--- config.mk ---
export PLATFORM = sky130hd
export DESIGN_NAME = access_decision_fsm
export DESIGN_NICKNAME = d
export VERILOG_FILES = /design/src/rtl/access_decision_fsm.sv
export SDC_FILE = /design/constraint.sdc
export NUM_CORES = 1
export LEC_CHECK = 0
export BUFFER_PORTS_ARGS = -buffer_cell sky130_fd_sc_hd__buf_4
export CELL_PAD_IN_SITES_DETAIL_PLACEMENT = 1
export CELL_PAD_IN_SITES_GLOBAL_PLACEMENT = 2
export CORE_MARGIN = 3
export CORE_UTILIZATION = 38
export DETAILED_ROUTE_END_ITERATION = 10
export PLACE_DENSITY_LB_ADDON = 0.1
export SLEW_MARGIN = 5
export SYNTH_ARGS = -nofsm -noshare
export SYNTH_HDL_FRONTEND = slang
export SYNTH_SLANG_ARGS = --single-unit
--- constraint.sdc ---
create_clock -name CLK -period 4.9 [get_ports CLK]
set_clock_uncertainty 0.2 [all_clocks]
set_input_delay 0.98 -clock CLK [delete_from_list [all_inputs] [get_ports CLK]]
set_output_delay 0.98 -clock CLK [all_outputs]
set_load 0.01 [all_outputs]
--- src/rtl/access_decision_fsm.sv ---
// Access decision controller sitting behind floor_id_logic.
// Evaluates an ID submission, optionally offers the alternative floor,
// emits a single-cycle action_taken code and holds the gate or deny
// indicator for a fixed number of cycles before returning to idle.
module access_decision_fsm #(
  parameter int TIMER_W      = 16,
  parameter int OFFER_CYCLES = 1000,
  parameter int GATE_CYCLES  = 500,
  parameter int DENY_CYCLES  = 250
) (
  input  logic       CLK,
  input  logic       RST_N,
  input  logic [1:0] MODE,
  input  logic       id_submit,
  input  logic       id_valid,
  input  logic       id_special,
  input  logic       chosen_flr_full,
  input  logic       alternative_flr_full,
  input  logic       spec_flr_full,
  input  logic       accept_alt,
  input  logic       reject_alt,
  output logic [1:0] action_taken,
  output logic       gate_open,
  output logic       deny,
  output logic       offer_alt,
  output logic       busy,
  output logic [2:0] reason
);

  typedef enum logic [2:0] {
    ST_IDLE,
    ST_EVAL,
    ST_OFFER_ALT,
    ST_COMMIT,
    ST_GATE,
    ST_DENY
  } state_t;

  localparam logic [TIMER_W-1:0] OFFER_LOAD = TIMER_W'(OFFER_CYCLES);
  localparam logic [TIMER_W-1:0] GATE_LOAD  = TIMER_W'(GATE_CYCLES);
  localparam logic [TIMER_W-1:0] DENY_LOAD  = TIMER_W'(DENY_CYCLES);
  localparam logic [TIMER_W-1:0] TIMER_ONE  = TIMER_W'(1);

  localparam logic [2:0] RSN_NONE     = 3'd0;
  localparam logic [2:0] RSN_OK       = 3'd1;
  localparam logic [2:0] RSN_INVALID  = 3'd2;
  localparam logic [2:0] RSN_FULL     = 3'd3;
  localparam logic [2:0] RSN_DECLINED = 3'd4;
  localparam logic [2:0] RSN_TIMEOUT  = 3'd5;
  localparam logic [2:0] RSN_ABORTED  = 3'd6;

  localparam logic [1:0] CODE_ALT    = 2'd1;
  localparam logic [1:0] CODE_CHOSEN = 2'd2;
  localparam logic [1:0] CODE_EXIT   = 2'd3;

  state_t             state;
  logic [TIMER_W-1:0] timer;
  logic [1:0]         mode_q;
  logic [1:0]         code_q;
  logic               mode_abort;

  // The driver changing the mode selector mid-transaction aborts it.
  assign mode_abort = (MODE != mode_q);

  // Transaction sequencer; every output is a register updated alongside the state.
  always_ff @(posedge CLK or negedge RST_N) begin
    if (!RST_N) begin
      state        <= ST_IDLE;
      timer        <= '0;
      mode_q       <= '0;
      code_q       <= '0;
      action_taken <= '0;
      gate_open    <= 1'b0;
      deny         <= 1'b0;
      offer_alt    <= 1'b0;
      busy         <= 1'b0;
      reason       <= RSN_NONE;
    end else begin
      action_taken <= '0;
      case (state)
        ST_IDLE: begin
          if (id_submit && !MODE[1]) begin
            mode_q <= MODE;
            reason <= RSN_NONE;
            busy   <= 1'b1;
            timer  <= '0;
            state  <= ST_EVAL;
          end
        end

        ST_EVAL: begin
          if (mode_abort) begin
            state <= ST_DENY; deny <= 1'b1; timer <= DENY_LOAD; reason <= RSN_ABORTED;
          end else if (mode_q == 2'd1) begin
            if (id_valid) begin
              state <= ST_COMMIT; code_q <= CODE_EXIT;
            end else begin
              state <= ST_DENY; deny <= 1'b1; timer <= DENY_LOAD; reason <= RSN_INVALID;
            end
          end else if (id_special) begin
            if (spec_flr_full) begin
              state <= ST_DENY; deny <= 1'b1; timer <= DENY_LOAD; reason <= RSN_FULL;
            end else begin
              state <= ST_COMMIT; code_q <= CODE_CHOSEN;
            end
          end else if (id_valid && !chosen_flr_full) begin
            state <= ST_COMMIT; code_q <= CODE_CHOSEN;
          end else if (id_valid && !alternative_flr_full) begin
            state <= ST_OFFER_ALT; offer_alt <= 1'b1; timer <= OFFER_LOAD;
          end else if (id_valid) begin
            state <= ST_DENY; deny <= 1'b1; timer <= DENY_LOAD; reason <= RSN_FULL;
          end else begin
            state <= ST_DENY; deny <= 1'b1; timer <= DENY_LOAD; reason <= RSN_INVALID;
          end
        end

        ST_OFFER_ALT: begin
          offer_alt <= 1'b0;
          if (mode_abort) begin
            state <= ST_DENY; deny <= 1'b1; timer <= DENY_LOAD; reason <= RSN_ABORTED;
          end else if (reject_alt) begin
            state <= ST_DENY; deny <= 1'b1; timer <= DENY_LOAD; reason <= RSN_DECLINED;
          end else if (accept_alt) begin
            state <= ST_COMMIT; code_q <= CODE_ALT; timer <= '0;
          end else if (timer <= TIMER_ONE) begin
            state <= ST_DENY; deny <= 1'b1; timer <= DENY_LOAD; reason <= RSN_TIMEOUT;
          end else begin
            offer_alt <= 1'b1;
            timer     <= timer - TIMER_ONE;
          end
        end

        ST_COMMIT: begin
          if (mode_abort) begin
            state <= ST_DENY; deny <= 1'b1; timer <= DENY_LOAD; reason <= RSN_ABORTED;
          end else begin
            action_taken <= code_q;
            gate_open    <= 1'b1;
            timer        <= GATE_LOAD;
            reason       <= RSN_OK;
            state        <= ST_GATE;
          end
        end

        ST_GATE: begin
          if (timer <= TIMER_ONE) begin
            gate_open <= 1'b0; busy <= 1'b0; timer <= '0; state <= ST_IDLE;
          end else begin
            timer <= timer - TIMER_ONE;
          end
        end

        ST_DENY: begin
          if (timer <= TIMER_ONE) begin
            deny <= 1'b0; busy <= 1'b0; timer <= '0; state <= ST_IDLE;
          end else begin
            timer <= timer - TIMER_ONE;
          end
        end

        default: begin
          state <= ST_IDLE;
        end
      endcase
    end
  end

endmodule

==> metrics list <==
* Worst slack, placed: 1890 ps
* Result of the run: completed
* First-iteration detailed-routing DRC count: 103
- The number of setup buffers added after CTS is 0.
- After clock tree synthesis, the clock-pin slew on the worst setup and hold paths is 70 ps.
- Biggest cell delay along the critical path: 630 ps
- Data arrival at the endpoint of the critical path: 2910 ps
- The synthesized design spends more area on one cell type than any other, namely sky130_fd_sc_hd__dfrtp_1.
- Global routing finished with a remaining overflow of 0.
- Post-CTS sizing: 0
- For this block, the routed nets add up to 5700 um of wire.
- The first global-routing pass estimated 9680 um of wire.
- Share of flip-flops with an asynchronous set or reset after synthesis: 1.00
- Of the synthesized area, sequential elements account for 0.403.
* Yosys top cell area share: 0.403
- Minimum hold slack: 280 ps
- Setup CP Type: register to register
- Detailed-routing iteration count for the pre-antenna-repair pass: 4
- Setup total negative slack on the finished layout was measured at 0 ps.
* Kind of start point of the critical path: register
- Max-cap violations: 0
- Warnings from Yosys: 0
* Maximum number of pins on one net before global-route repair: 33
- Critical Path Sink Type: register
* Crit path from: timer[0]
- The detail route stage leaves a number of antenna-violating nets equal to 0.
- Ranked by total cell area, the synthesized netlist is headed by sky130_fd_sc_hd__dfrtp_1 (40%), sky130_fd_sc_hd__o21ai_0 (7.3%), sky130_fd_sc_hd__nand2_1 (4.5%).
- From left edge to right edge, the die measures 78.3 um.
- At the end of routability-driven placement, the weighted congestion stood at 0.909.
- The most critical setup path has its endpoint at timer[14].
- The worst register-to-register path has a depth of 8.
* Root buffer cell: sky130_fd_sc_hd__clkbuf_8
- Summing all placed instances gives a cell area of 0.00219 mm2.
* Total of endpoints with negative setup slack in the final report: 0
- Area enclosed by the die boundary: 0.00614 mm2
- Final worst path period need: 2950 ps
- 0 antenna diodes ended up in the layout.
* Syn_nets: 251
- The number of antenna violations at the first check in global routing is 0.
- Number of global-route vias before repair: 1910
- Count of mapped cells out of synthesis: 237
- IR analysis of the VDD net gives a maximum drop of 0.217 mV.
* Required time reported for the critical path endpoint: 4860 ps
* Type of the tightest min-delay check: register to register
- Buffers placed on the I/O ports in this run total 20.
- On the critical path, the stage with the largest delay is an instance of sky130_fd_sc_hd__nor3b_1.
- Area added between synthesis and finish: 14.0%
- The worst pin sits at a relative slew slack of 0.484.
* Maximum fanout count along the critical path: 6
- Post-DR wirelength/cell: 17.6 um
- Post-route design area: 0.00227 mm2
* Mean instance size in the synthesized netlist: 8.39 um2
* Num Clock Sinks: 32
- Clock tree from TritonCTS: done
- Once layout is complete, the utilization of the core stands at 0.464.
* Count of final max-slew check failures: 0
* Fraction of final layout cells with drive strength greater than 1: 0.145
- The synthesized design contains 0 enable-type register cells.
- The HPWL after detailed placement is 4200 um.
- At the pin with the least slew margin, the transition time is 767 ps.
- In this run the critical register-to-register path is captured at timer[14].
- Number of CTS-inserted buffers: 5
* DRC Markers: 0
- After layout, the design draws a total of 1.36 mW.
- Net total in the final layout: 270
- Fraction of the cycle the final worst path needs: 0.602
- Summing over every cut layer, the via total after detailed routing is 1892.
- Standby leakage power: 0.957 nW
- Most used cells in the layout excluding fill and tap cells: sky130_fd_sc_hd__dfrtp_1 (32), sky130_fd_sc_hd__o21ai_0 (29), sky130_fd_sc_hd__nand2_1 (24), sky130_fd_sc_hd__nor2_1 (24), sky130_fd_sc_hd__buf_4 (21)
* CTS Buffer Depth: 2
- The core region is 0.00488 mm2.
- In this run the core area contains 25 standard-cell rows.
- Most common cell after layout, fill and taps aside: sky130_fd_sc_hd__dfrtp_1
- The cell area that synthesis handed to floorplanning was 0.00199 mm2.
- Detailed-route vias per instance: 5.86
- The hold violation total from the final report was 0.
- The number of placed instances, taps included, is 316.
* Starting utilization of the core area: 0.407
- CTS HTree Levels: 2
- The layout has 594 filler cells.
- The startpoint identified for the worst register-to-register timing path is timer[0].
- Ordered list of cells on the worst path: inv_1 -> ha_1 -> nor3b_1 -> nand3_1 -> or4_1 -> o21ba_2 -> o21ai_0 -> o41ai_1
* RSZ-0062 raised after global routing: no
- In this run the power density over the cells is 600 mW/mm2.
- Across every metal layer, demand over resource in global routing totals 0.199.
* I/O pin count: 21
* Post-CTS Hold Buffers: 0
* Skew-Pair Late Insertion Delay: 280 ps
- Ys flop type: sky130_fd_sc_hd__dfrtp_1
- After synthesis, the netlist uses 46 different library cells.
- Excluding fillers, the count of instances in the completed layout stands at 323.
- Once routing completed, OpenROAD measured the worst setup slack at 1950 ps.
- Reg-to-reg setup timing slack: 1950 ps
- For this run, the top clock speed supported by timing is 339 MHz.
- Measured along the y axis, the die boundary spans 78.3 um.
* Register bit total from synthesis: 32
layer usage:
metal	share of wire	up-vias	routed length [um]	track usage
met3	0.044	3	249	0.0264
li1	-	912	-	-
met2	0.45	46	2570	0.305
met4	0.0033	0	19	0.0524
met1	0.50	931	2860	0.295
met5	0	-	0	0
worst min path at each step:
stage          startpoint              end  cells after the start
4_1_cts         code_q[1]        code_q[1]                      1
3_5_place_dp    code_q[0]  action_taken[0]                      1
3_3_place_gp    code_q[1]        code_q[1]                      1
6_report        code_q[1]        code_q[1]                      1
2_1_floorplan   code_q[1]        code_q[1]                      1
5_1_grt         code_q[1]        code_q[1]                      1
cell families after synthesis:
logic type / after synthesis / share of synthesized area
buf+inv: 16 / 0.0340
compound gates: 75 / 0.239
mux: 5 / 0.0283
fa+ha+maj: 2 / 0.0126
flops: 32 / 0.403
xor+xnor: 2 / 0.00881
simple gates: 105 / 0.274
sequential cells by signal, summed over array words and instances, names as in the netlist:
name,count
action_taken,2
busy,1
code_q,2
deny,1
gate_open,1
mode_q,2
offer_alt,1
reason,3
state,3
timer,16
where the power goes:
group	internal, mW	leakage [nW]	total, mW	switching, mW
Combinational	0.273	0.503	0.697	0.424
Sequential	0.355	0.413	0.468	0.114
Clock	0.0966	0.0410	0.193	0.0969
Total	0.725	0.957	1.36	0.634
Yosys cell counts (3+ instances only):
| library cell | instances |
|---|---|
| sky130_fd_sc_hd__o21ai_0 | 29 |
| sky130_fd_sc_hd__o311ai_0 | 3 |
| sky130_fd_sc_hd__nor2b_1 | 6 |
| sky130_fd_sc_hd__a221o_1 | 3 |
| sky130_fd_sc_hd__o31ai_1 | 4 |
| sky130_fd_sc_hd__clkbuf_1 | 5 |
| sky130_fd_sc_hd__nor3_1 | 12 |
| sky130_fd_sc_hd__nand3_1 | 4 |
| sky130_fd_sc_hd__nor2_1 | 24 |
| sky130_fd_sc_hd__and2_1 | 4 |
| sky130_fd_sc_hd__nand2b_1 | 6 |
| sky130_fd_sc_hd__mux2_1 | 3 |
| sky130_fd_sc_hd__buf_2 | 3 |
| sky130_fd_sc_hd__a31oi_1 | 3 |
| sky130_fd_sc_hd__and3_1 | 3 |
| sky130_fd_sc_hd__o221ai_1 | 3 |
| sky130_fd_sc_hd__nor4_1 | 7 |
| sky130_fd_sc_hd__nand2_1 | 24 |
| sky130_fd_sc_hd__a21oi_1 | 14 |
| sky130_fd_sc_hd__inv_1 | 7 |
| sky130_fd_sc_hd__dfrtp_1 | 32 |
area by class of cell:
type,instances,area [um2],area share
multi-input combinational,189,1120,0.494
timing repair buffer,21,158,0.0696
tap,67,83.8,0.0370
sequential,32,801,0.353
inverter,7,26.3,0.0116
clock buffer,6,72.6,0.0320
clock inverter,1,5.00,0.00221
critical path, delay by kind of cell, from the launching register on:
kind / cells / cell delay, ps
fa+ha+maj: 1 / 240
compound gates: 3 / 440
simple gates: 3 / 1400
buf+inv: 1 / 100
flops: 1 / 440
No activity file was read; power rests on OpenSTA's default activity.
